$ cat src/rtl/hazard_fwd_ctrl_pkg.sv
// Shared definitions for the EX-stage forwarding / hazard controller:
// operand-select encodings and default datapath widths.
package hazard_fwd_ctrl_pkg;

  localparam int DEFAULT_XLEN = 32;
  localparam int DEFAULT_AW   = 5;

  typedef enum logic [1:0] {
    FWD_RF    = 2'b00,
    FWD_EXMEM = 2'b01,
    FWD_MEMWB = 2'b10
  } fwd_sel_e;

endpackage

$ cat src/rtl/hazard_fwd_ctrl_if.sv
// Pipeline-side bundle of the forwarding / hazard controller; the controller
// takes the slave view, the surrounding pipeline (or a bench) the master view.
interface hazard_fwd_ctrl_if #(
  parameter int XLEN  = 32,
  parameter int AW    = 5,
  parameter int NRD   = 2,
  parameter int CNT_W = 32
) ();

  logic                 id_valid_i;
  logic [NRD*AW-1:0]    id_rs_addr_i;
  logic [NRD-1:0]       id_rs_used_i;
  logic [AW-1:0]        id_rd_addr_i;
  logic                 id_rd_wena_i;
  logic                 id_is_md_i;
  logic                 flush_i;
  logic [AW-1:0]        id_ex_rd_addr_i;
  logic                 id_ex_rd_wena_i;
  logic                 id_ex_is_load_i;
  logic [NRD*AW-1:0]    ex_rs_addr_i;
  logic [NRD*XLEN-1:0]  ex_rs_data_i;
  logic [AW-1:0]        ex_mem_rd_addr_i;
  logic                 ex_mem_rd_wena_i;
  logic [XLEN-1:0]      ex_mem_data_i;
  logic [AW-1:0]        mem_wb_rd_addr_i;
  logic                 mem_wb_rd_wena_i;
  logic [XLEN-1:0]      mem_wb_data_i;
  logic [NRD*XLEN-1:0]  ex_rs_data_o;
  logic [NRD*2-1:0]     fwd_sel_o;
  logic                 stall_o;
  logic                 md_busy_o;
  logic                 md_done_o;
  logic [AW-1:0]        md_rd_o;
  logic [CNT_W-1:0]     stall_cnt_o;

  modport slave (
    input  id_valid_i, id_rs_addr_i, id_rs_used_i, id_rd_addr_i, id_rd_wena_i,
           id_is_md_i, flush_i, id_ex_rd_addr_i, id_ex_rd_wena_i, id_ex_is_load_i,
           ex_rs_addr_i, ex_rs_data_i, ex_mem_rd_addr_i, ex_mem_rd_wena_i,
           ex_mem_data_i, mem_wb_rd_addr_i, mem_wb_rd_wena_i, mem_wb_data_i,
    output ex_rs_data_o, fwd_sel_o, stall_o, md_busy_o, md_done_o, md_rd_o,
           stall_cnt_o
  );

  modport master (
    output id_valid_i, id_rs_addr_i, id_rs_used_i, id_rd_addr_i, id_rd_wena_i,
           id_is_md_i, flush_i, id_ex_rd_addr_i, id_ex_rd_wena_i, id_ex_is_load_i,
           ex_rs_addr_i, ex_rs_data_i, ex_mem_rd_addr_i, ex_mem_rd_wena_i,
           ex_mem_data_i, mem_wb_rd_addr_i, mem_wb_rd_wena_i, mem_wb_data_i,
    input  ex_rs_data_o, fwd_sel_o, stall_o, md_busy_o, md_done_o, md_rd_o,
           stall_cnt_o
  );

endinterface

$ cat src/rtl/hazard_fwd_ctrl_fwd_mux_port.sv
// One EX source-operand port: picks the youngest in-flight producer of rs
// (EX/MEM before MEM/WB, never x0) and muxes the matching data word.
module fwd_mux_port
  import hazard_fwd_ctrl_pkg::*;
#(
  parameter int XLEN = DEFAULT_XLEN,
  parameter int AW   = DEFAULT_AW
) (
  input  logic            fwd_en,
  input  logic [AW-1:0]   rs_addr,
  input  logic [XLEN-1:0] rs_data,
  input  logic [AW-1:0]   ex_mem_rd_addr,
  input  logic            ex_mem_rd_wena,
  input  logic [XLEN-1:0] ex_mem_data,
  input  logic [AW-1:0]   mem_wb_rd_addr,
  input  logic            mem_wb_rd_wena,
  input  logic [XLEN-1:0] mem_wb_data,
  output logic [1:0]      fwd_sel,
  output logic [XLEN-1:0] operand
);

  fwd_sel_e sel;

  always_comb begin
    sel = FWD_RF;
    if (fwd_en) begin
      if (ex_mem_rd_wena && (ex_mem_rd_addr != '0) && (ex_mem_rd_addr == rs_addr))
        sel = FWD_EXMEM;
      else if (mem_wb_rd_wena && (mem_wb_rd_addr != '0) && (mem_wb_rd_addr == rs_addr))
        sel = FWD_MEMWB;
    end
  end

  always_comb begin
    operand = rs_data;
    case (sel)
      FWD_EXMEM: operand = ex_mem_data;
      FWD_MEMWB: operand = mem_wb_data;
      default:   operand = rs_data;
    endcase
  end

  assign fwd_sel = sel;

endmodule

$ cat src/rtl/hazard_fwd_ctrl.sv
// EX-stage forwarding and hazard control: per-port operand forwarding,
// load-use and mul/div scoreboard stalls, and a saturating stall counter.
module hazard_fwd_ctrl
  import hazard_fwd_ctrl_pkg::*;
#(
  parameter int XLEN   = DEFAULT_XLEN,
  parameter int AW     = DEFAULT_AW,
  parameter int NRD    = 2,
  parameter int MD_LAT = 4,
  parameter int CNT_W  = 32
) (
  input logic              clk,
  input logic              rst,
  hazard_fwd_ctrl_if.slave bus
);

  localparam int MDC_W = $clog2(MD_LAT + 1);

  logic [MDC_W-1:0]    md_cnt;
  logic [AW-1:0]       md_rd;
  logic [CNT_W-1:0]    stall_cnt;
  logic [NRD*2-1:0]    fwd_sel;
  logic [NRD*XLEN-1:0] fwd_data;
  logic [NRD-1:0]      lu_hit;
  logic [NRD-1:0]      raw_hit;
  logic                md_busy;
  logic                md_done;
  logic                load_use;
  logic                md_hazard;
  logic                stall;
  logic                md_issue;

  for (genvar p = 0; p < NRD; p++) begin : g_port
    fwd_mux_port #(
      .XLEN (XLEN),
      .AW   (AW)
    ) u_port (
      .fwd_en         (!rst),
      .rs_addr        (bus.ex_rs_addr_i[p*AW +: AW]),
      .rs_data        (bus.ex_rs_data_i[p*XLEN +: XLEN]),
      .ex_mem_rd_addr (bus.ex_mem_rd_addr_i),
      .ex_mem_rd_wena (bus.ex_mem_rd_wena_i),
      .ex_mem_data    (bus.ex_mem_data_i),
      .mem_wb_rd_addr (bus.mem_wb_rd_addr_i),
      .mem_wb_rd_wena (bus.mem_wb_rd_wena_i),
      .mem_wb_data    (bus.mem_wb_data_i),
      .fwd_sel        (fwd_sel[p*2 +: 2]),
      .operand        (fwd_data[p*XLEN +: XLEN])
    );

    assign lu_hit[p]  = bus.id_rs_used_i[p] && (bus.id_rs_addr_i[p*AW +: AW] == bus.id_ex_rd_addr_i);
    assign raw_hit[p] = bus.id_rs_used_i[p] && (bus.id_rs_addr_i[p*AW +: AW] == md_rd);
  end

  // The countdown doubles as the scoreboard: non-zero means an MD result is
  // still pending, and the final count marks its write-back cycle.
  assign md_busy = (md_cnt != '0);
  assign md_done = (md_cnt == MDC_W'(1));

  assign load_use  = bus.id_ex_is_load_i && bus.id_ex_rd_wena_i &&
                     (bus.id_ex_rd_addr_i != '0) && (|lu_hit);
  assign md_hazard = md_busy &&
                     (((md_rd != '0) && ((|raw_hit) ||
                       (bus.id_rd_wena_i && (bus.id_rd_addr_i == md_rd)))) ||
                      bus.id_is_md_i);
  assign stall     = !rst && bus.id_valid_i && (load_use || md_hazard);
  assign md_issue  = bus.id_valid_i && bus.id_is_md_i && !stall && !bus.flush_i;

  always_ff @(posedge clk) begin
    if (rst) begin
      md_cnt    <= '0;
      md_rd     <= '0;
      stall_cnt <= '0;
    end else begin
      if (md_issue) begin
        md_cnt <= MDC_W'(MD_LAT);
        md_rd  <= bus.id_rd_wena_i ? bus.id_rd_addr_i : '0;
      end else if (md_busy) begin
        md_cnt <= md_cnt - MDC_W'(1);
      end
      if (stall && (stall_cnt != '1))
        stall_cnt <= stall_cnt + CNT_W'(1);
    end
  end

  assign bus.ex_rs_data_o = fwd_data;
  assign bus.fwd_sel_o    = fwd_sel;
  assign bus.stall_o      = stall;
  assign bus.md_busy_o    = md_busy;
  assign bus.md_done_o    = md_done;
  assign bus.md_rd_o      = md_rd;
  assign bus.stall_cnt_o  = stall_cnt;

endmodule

$ cat src/flat_wrapper.sv
// flat-port wrapper written by rule: the top's interface ports become plain ports
module hazard_fwd_ctrl_flat import hazard_fwd_ctrl_pkg::*;
#(
  parameter int XLEN   = DEFAULT_XLEN,
  parameter int AW     = DEFAULT_AW,
  parameter int NRD    = 2,
  parameter int MD_LAT = 4,
  parameter int CNT_W  = 32
)
  (clk, rst, bus_id_valid_i, bus_id_rs_addr_i, bus_id_rs_used_i, bus_id_rd_addr_i, bus_id_rd_wena_i, bus_id_is_md_i, bus_flush_i, bus_id_ex_rd_addr_i, bus_id_ex_rd_wena_i, bus_id_ex_is_load_i, bus_ex_rs_addr_i, bus_ex_rs_data_i, bus_ex_mem_rd_addr_i, bus_ex_mem_rd_wena_i, bus_ex_mem_data_i, bus_mem_wb_rd_addr_i, bus_mem_wb_rd_wena_i, bus_mem_wb_data_i, bus_ex_rs_data_o, bus_fwd_sel_o, bus_stall_o, bus_md_busy_o, bus_md_done_o, bus_md_rd_o, bus_stall_cnt_o);
  hazard_fwd_ctrl_if #(.XLEN(XLEN), .AW(AW), .NRD(NRD), .CNT_W(CNT_W)) bus_i ();
  input logic clk;
  input logic rst;
  input wire logic [$bits(bus_i.id_valid_i)-1:0] bus_id_valid_i;
  input wire logic [$bits(bus_i.id_rs_addr_i)-1:0] bus_id_rs_addr_i;
  input wire logic [$bits(bus_i.id_rs_used_i)-1:0] bus_id_rs_used_i;
  input wire logic [$bits(bus_i.id_rd_addr_i)-1:0] bus_id_rd_addr_i;
  input wire logic [$bits(bus_i.id_rd_wena_i)-1:0] bus_id_rd_wena_i;
  input wire logic [$bits(bus_i.id_is_md_i)-1:0] bus_id_is_md_i;
  input wire logic [$bits(bus_i.flush_i)-1:0] bus_flush_i;
  input wire logic [$bits(bus_i.id_ex_rd_addr_i)-1:0] bus_id_ex_rd_addr_i;
  input wire logic [$bits(bus_i.id_ex_rd_wena_i)-1:0] bus_id_ex_rd_wena_i;
  input wire logic [$bits(bus_i.id_ex_is_load_i)-1:0] bus_id_ex_is_load_i;
  input wire logic [$bits(bus_i.ex_rs_addr_i)-1:0] bus_ex_rs_addr_i;
  input wire logic [$bits(bus_i.ex_rs_data_i)-1:0] bus_ex_rs_data_i;
  input wire logic [$bits(bus_i.ex_mem_rd_addr_i)-1:0] bus_ex_mem_rd_addr_i;
  input wire logic [$bits(bus_i.ex_mem_rd_wena_i)-1:0] bus_ex_mem_rd_wena_i;
  input wire logic [$bits(bus_i.ex_mem_data_i)-1:0] bus_ex_mem_data_i;
  input wire logic [$bits(bus_i.mem_wb_rd_addr_i)-1:0] bus_mem_wb_rd_addr_i;
  input wire logic [$bits(bus_i.mem_wb_rd_wena_i)-1:0] bus_mem_wb_rd_wena_i;
  input wire logic [$bits(bus_i.mem_wb_data_i)-1:0] bus_mem_wb_data_i;
  output wire logic [$bits(bus_i.ex_rs_data_o)-1:0] bus_ex_rs_data_o;
  output wire logic [$bits(bus_i.fwd_sel_o)-1:0] bus_fwd_sel_o;
  output wire logic [$bits(bus_i.stall_o)-1:0] bus_stall_o;
  output wire logic [$bits(bus_i.md_busy_o)-1:0] bus_md_busy_o;
  output wire logic [$bits(bus_i.md_done_o)-1:0] bus_md_done_o;
  output wire logic [$bits(bus_i.md_rd_o)-1:0] bus_md_rd_o;
  output wire logic [$bits(bus_i.stall_cnt_o)-1:0] bus_stall_cnt_o;
  assign bus_i.id_valid_i = bus_id_valid_i;
  assign bus_i.id_rs_addr_i = bus_id_rs_addr_i;
  assign bus_i.id_rs_used_i = bus_id_rs_used_i;
  assign bus_i.id_rd_addr_i = bus_id_rd_addr_i;
  assign bus_i.id_rd_wena_i = bus_id_rd_wena_i;
  assign bus_i.id_is_md_i = bus_id_is_md_i;
  assign bus_i.flush_i = bus_flush_i;
  assign bus_i.id_ex_rd_addr_i = bus_id_ex_rd_addr_i;
  assign bus_i.id_ex_rd_wena_i = bus_id_ex_rd_wena_i;
  assign bus_i.id_ex_is_load_i = bus_id_ex_is_load_i;
  assign bus_i.ex_rs_addr_i = bus_ex_rs_addr_i;
  assign bus_i.ex_rs_data_i = bus_ex_rs_data_i;
  assign bus_i.ex_mem_rd_addr_i = bus_ex_mem_rd_addr_i;
  assign bus_i.ex_mem_rd_wena_i = bus_ex_mem_rd_wena_i;
  assign bus_i.ex_mem_data_i = bus_ex_mem_data_i;
  assign bus_i.mem_wb_rd_addr_i = bus_mem_wb_rd_addr_i;
  assign bus_i.mem_wb_rd_wena_i = bus_mem_wb_rd_wena_i;
  assign bus_i.mem_wb_data_i = bus_mem_wb_data_i;
  assign bus_ex_rs_data_o = bus_i.ex_rs_data_o;
  assign bus_fwd_sel_o = bus_i.fwd_sel_o;
  assign bus_stall_o = bus_i.stall_o;
  assign bus_md_busy_o = bus_i.md_busy_o;
  assign bus_md_done_o = bus_i.md_done_o;
  assign bus_md_rd_o = bus_i.md_rd_o;
  assign bus_stall_cnt_o = bus_i.stall_cnt_o;
  hazard_fwd_ctrl #(.XLEN(XLEN), .AW(AW), .NRD(NRD), .MD_LAT(MD_LAT), .CNT_W(CNT_W)) u_core (.clk(clk), .rst(rst), .bus(bus_i));
endmodule
$ cat config.mk
export PLATFORM = sky130hd
export DESIGN_NAME = hazard_fwd_ctrl_flat
export DESIGN_NICKNAME = d
export VERILOG_FILES = /design/src/rtl/hazard_fwd_ctrl_pkg.sv /design/src/rtl/hazard_fwd_ctrl_if.sv /design/src/rtl/hazard_fwd_ctrl_fwd_mux_port.sv /design/src/rtl/hazard_fwd_ctrl.sv /design/src/flat_wrapper.sv
export SDC_FILE = /design/constraint.sdc
export NUM_CORES = 1
export LEC_CHECK = 0
export CORE_MARGIN = 2
export CORE_UTILIZATION = 31
export CTS_BUF_LIST = sky130_fd_sc_hd__clkbuf_8 sky130_fd_sc_hd__clkbuf_16
export DETAILED_ROUTE_END_ITERATION = 10
export PLACE_DENSITY = 0.82
export SLEW_MARGIN = 25
export SYNTH_ARGS = -nofsm -noshare
export SYNTH_HDL_FRONTEND = slang
export SYNTH_SLANG_ARGS = --single-unit
$ cat constraint.sdc
create_clock -name clk -period 2.9 [get_ports clk]
set_input_delay 0.58 -clock clk [delete_from_list [all_inputs] [get_ports clk]]
set_output_delay 0.58 -clock clk [all_outputs]
set_load 0.03 [all_outputs]
* Word level (Yosys, flattened, before mapping) *
Cells that the tools add are included.

storage, ports and cells
  flip-flop bits (word level) = 40

cells by class
  $add $sub $neg = 2
  eq/ne operators = 15
  multiplexer cells = 11
  reductions and logical operators = 37

operator list
  cell                     count
  $pmux W32 S2             2
  $eq A5 B5 Y1             9
  $add A32 B1 Y32 const B  1
  $ne A32 B32 Y1 const B   1
  $logic_and A1 B1 Y1      22
  $reduce_bool A5 Y1       4
  $mux W2                  6
  $mux W3                  2
  $reduce_or A2 Y1         3
  $mux W5                  1
  $eq A2 B1 Y1 const B     2
  $eq A2 B2 Y1 const B     2
  $eq A3 B1 Y1 const B     1
  $logic_not A1 Y1         3
  $logic_or A1 B1 Y1       3
  $reduce_bool A3 Y1       1
  $sub A3 B1 Y3 const B    1
  $reduce_bool A2 Y1       1

* Longest topological paths before layout *
  depth after elaboration = 13
  mapped depth = 10

* By module *
From an unflattened synthesis, not the netlist that was laid out.

unflattened totals
  cell total of the unflattened synthesis = 569
  area, all modules = 3983.8 µm²

by module, submodules not included
  module           times used  cells each  area each (µm²)
  hazard_fwd_ctrl  1           297         2444.8
  fwd_mux_port     2           136         769.5

* Worst setup path after synthesis *
OpenSTA, ideal clock, no wires.

  path kind = input to output
  start point = input port bus_ex_mem_rd_addr_i[4]
  end point = output port bus_ex_rs_data_o[11]
  arrival time = 2577 ps
  required time = 2320 ps
  slack = -257 ps
  stages on the path = 7
  cells stage by stage = or4_1 > o21ai_1 > nor3_1 > nor4_2 > buf_2 > a22oi_1 > nand2_1

between the ends
  cells in the longest elaborated chain, start to end = 7
  elaborated cells on any way between the ends = 9

RTL lines
  element                                       RTL line                            source
  start, declared                               flat_wrapper.sv:26                  input wire logic [$bits(bus_i.ex_mem_rd_addr_i)-1:0] bus_ex_mem_rd_addr_i;
  $reduce_bool A5 Y1                            hazard_fwd_ctrl_fwd_mux_port.sv:27  if (ex_mem_rd_wena && (ex_mem_rd_addr != '0) && (ex_mem_rd_addr == rs_addr))
  $logic_and A1 B1 Y1                           hazard_fwd_ctrl_fwd_mux_port.sv:27
  $logic_and A1 B1 Y1 *                         hazard_fwd_ctrl_fwd_mux_port.sv:27
  $mux W2 *                                     hazard_fwd_ctrl_fwd_mux_port.sv:27
  $mux W2 *                                     hazard_fwd_ctrl_fwd_mux_port.sv:26  if (fwd_en) begin
  net bus_fwd_sel_o[1]                          flat_wrapper.sv:33                  output wire logic [$bits(bus_i.fwd_sel_o)-1:0] bus_fwd_sel_o;
  $eq A2 B2 Y1 or $eq A2 B1 Y1 (tied branches)  hazard_fwd_ctrl_fwd_mux_port.sv:36  case (sel)
  $pmux W32 S2 *                                hazard_fwd_ctrl_fwd_mux_port.sv:36
  end, declared                                 flat_wrapper.sv:32                  output wire logic [$bits(bus_i.ex_rs_data_o)-1:0] bus_ex_rs_data_o;

Mark *: on every way through the listed nets, which the timed path passes. The rest lies on a longest branch.

* Worst setup path in the final report *
  start point = input port bus_ex_mem_rd_addr_i[0]
  end point = output port bus_ex_rs_data_o[48]

between the ends
  cells in the longest elaborated chain, start to end = 7
  elaborated cells on any way between the ends = 9

RTL lines
  element                                       RTL line
  $reduce_bool A5 Y1                            hazard_fwd_ctrl_fwd_mux_port.sv:27
  $logic_and A1 B1 Y1                           hazard_fwd_ctrl_fwd_mux_port.sv:27
  $logic_and A1 B1 Y1 *                         hazard_fwd_ctrl_fwd_mux_port.sv:27
  $mux W2 *                                     hazard_fwd_ctrl_fwd_mux_port.sv:27
  $mux W2 *                                     hazard_fwd_ctrl_fwd_mux_port.sv:26
  $eq A2 B2 Y1 or $eq A2 B1 Y1 (tied branches)  hazard_fwd_ctrl_fwd_mux_port.sv:36
  $pmux W32 S2 *                                hazard_fwd_ctrl_fwd_mux_port.sv:36

Every way passes the cells marked *; elsewhere a longest branch is shown, timed or not.

==> reports/results.ini <==
[grt]
grt_usage_pct = 31.71
grt_pass1_vias = 5734
grt_pass1_wl_microns = 31760
grt_remaining_overflow = 0
antenna_found_initial = 5
grt_max_degree = 60

[die]
rows = 39
initial_core_util_pct = 31.99
die_area_sq_um = 12720
die_h_microns = 112.8
core_area_sq_um = 11470
pin_count = 288
dieWidth_microns = 112.8

[worst_setup_path]
worstSetupEndpointType = primary output
crit_required_ns = 2.32
ff2ff_setup_slack_ns = 0.18
criticalPathCategory = input port to primary output
crit_path_max_fanout = 33
worst_path_max_delay_cell = or4_4
critPathLaunchType = input port
cp_num_buf_inv = 7
worstPathArrival_ns = 2.74
worstPathCellList = buf_6, or4_4, o21ai_4, buf_4, buf_4, buf_6, nor4_4, buf_12, a222oi_1, inv_1, buf_12
cpPeakStageDelay_ns = 0.54
cp_top_family = buffers and inverters

[synth]
netlist_instances = 499
synth_seq_cells = 40
ys.flop_type = dfxtp_1
ys_warn_count = 0
syn_nets = 683
synth_area_leaders = dfxtp_1 (22%), a222oi_1 (8.7%), nand2_1 (8.4%)
ys_seq_area_share_pct = 21.83
async_flop_share_pct = 0
synth_cell_type_count = 44
synth_edf_count = 0
yosysTopAreaCellShare_pct = 21.83
syn_avg_cell_area_sq_um = 7.352
synth.largest_area_cell = dfxtp_1
syn_area_sq_um = 3669

[detailed_routing]
vias_per_cell = 5.572
drt_iter0_markers = 598
wl_per_cell_microns = 22.38
num_vias = 5628
drtPass1Iterations = 6
antenna_left = 0
routed_wl_microns = 22600
remaining_drc_errors = 0

[clocking]
cts_root_buffer = clkbuf_16
clkLatencyLatePin_ns = 0.28
clkSinkCount = 40
cts_hold_repair.buffers = 0
cts_inserted_buffers = 5
clk_pin_slew_worst_paths_ns = 0.06
clockBufferDepth = 2
htreeDepth = 2
tritoncts = built

[timing]
finalSetupViolations = 66
fin_setup_tns_ns = -20.74
maxSlewViolCount = 0
fmax_mhz = 301.6
fin_crit_sh_pct = 114.3
rsz0062_at_grt = yes
final.min_clock_period_ns = 3.316
timing.max_slew.rel_slack_pct = 63.19
worst_slack_ns = -0.4160
whs_ns = 0.5086
worst_pin_slew_ns = 0.5521
fin_worst_skew_ns = 0.009674
hold_viol = 0

[layout]
multi_input_area_sq_um = 3268
n_fill_cell = 785
final_cell_mix = clkdlybuf4s50_1 (184), buf_6 (82), buf_4 (59)
fin_util_pct = 75.80
syn_to_final_growth_pct = 136.9
final_common_cell = clkdlybuf4s50_1
nNetsFinal = 1045
final_layout_size_suffix_gt1_share_pct = 36.54
regArea_sq_um = 800.8
layout.cells.non_filler = 1010

[placed_design]
portBuffers = 287
dp_hpwl_microns = 15170
gp_congestion = 0.9715
dp_cells = 955

[power_and_ir_drop]
max-vdd-ir-drop_mv = 0.4068
p_leak_uw = 0.003572
powerDensity_nw_per_um2 = 269.5

[outcome]
violations = setup timing
run_status = finished with violations

[run]
max-cap-violations = 0

[hold_path]
hold_path_class = register to register

## flip-flops by register name, indices dropped and copies added, names as in the netlist
signal / cells
u_core.md_cnt: 3
u_core.bus.md_rd_o: 5
u_core.bus.stall_cnt_o: 32
## per-layer routing
layer,vias to the layer above,GRT usage (%),share of wire (%)
li1,2550,-,-
met1,2671,35.08,35
met2,326,57.45,51
met3,81,6.106,7.7
met4,0,16.42,6.3
met5,-,0,0
## per-stage QoR
| stage | power (uW) | worst slack [ns] | area, sq um |
|---|---|---|---|
| global route | 2441 | -0.4882 | 8692 |
| global placement | 1574 | -0.6266 | 7289 |
| detailed placement | 1597 | -0.6456 | 7289 |
| CTS | 2287 | -0.3307 | 8312 |
| floorplan | 1056 | -0.04940 | 3998 |
| finish | 2343 | -0.4160 | 8692 |
## where the power goes
part / switching (uW) / total, uW / internal, uW
Sequential: 20.7 / 592 / 571
Clock: 209 / 610 / 401
Combinational: 558 / 1140 / 582
## worst register-to-register path, delay by kind of cell (launching register included)
| kind | cells | cell delay (ns) |
|---|---|---|
| flip-flops | 1 | 0.40 |
| multiplexers | 1 | 0.36 |
| AND/OR/NAND/NOR | 4 | 0.86 |
| AO/OA/AOI/OAI | 2 | 0.43 |
| buffers and inverters | 3 | 0.56 |
## final timing paths
check / depth (start not counted) / to / startpoint
worst min register to register: 1 / u_core.bus.stall_cnt_o[4] / u_core.bus.stall_cnt_o[4]
worst max register to register: 10 / u_core.bus.stall_cnt_o[27] / u_core.bus.md_rd_o[3]
worst min-delay path: 1 / u_core.bus.stall_cnt_o[4] / u_core.bus.stall_cnt_o[4]
worst max-delay path: 11 / bus_ex_rs_data_o[48] / bus_ex_mem_rd_addr_i[0]
## final cells by class
cell class	count	share of cell area, %
Clock inverter	3	0.4462
Clock buffer	5	1.439
Tap cell	143	2.058
Multi-Input combinational cell	391	37.60
Sequential cell	40	9.213
Inverter	38	1.641
Antenna cell	5	0.1439
Timing Repair Buffer	385	47.46
## synth_stat cells, types with 2 or more instances
master      n
a21oi_2     2
nor4_1      7
and3_1      4
and4_1      3
o21ai_0     3
mux2_2      5
clkbuf_1   27
a31o_2      4
nand2b_1    6
mux2i_1     5
nand2_1    82
xnor2_1    34
buf_2       3
a21oi_1    11
nor2b_1    19
xor2_1     18
nand4_1    19
a211oi_1    3
dfxtp_1    40
mux2_1     10
nor2_1     37
inv_1      38
or4_1       3
and2_1      2
nor3_1      7
ha_1        4
nand3_1    23
a22oi_1    32
a2111oi_0   2
a222oi_1   32
## logic make-up after synthesis
| group | Yosys count | share of synthesized area, % |
|---|---|---|
| xor gates and xnor gates | 52 | 12.41 |
| adders and majority gates | 4 | 1.364 |
| buffers and inverters | 69 | 7.367 |
| and+or+nand+nor | 218 | 29.02 |
| AOI/OAI and AO/OA | 95 | 21.62 |
| DFF | 40 | 21.83 |
| muxes | 21 | 6.378 |
## what timing repair did
action / in CTS / in global routing
resized for setup: 167 / 77
setup endpoints to repair: 73 / 73
gates cloned: 10 / 4
buffers inserted: 24 / 13
endpoints found under the hold margin: 0 / 0
pin swaps: 23 / 44
No activity file was read; power rests on OpenSTA's default activity.
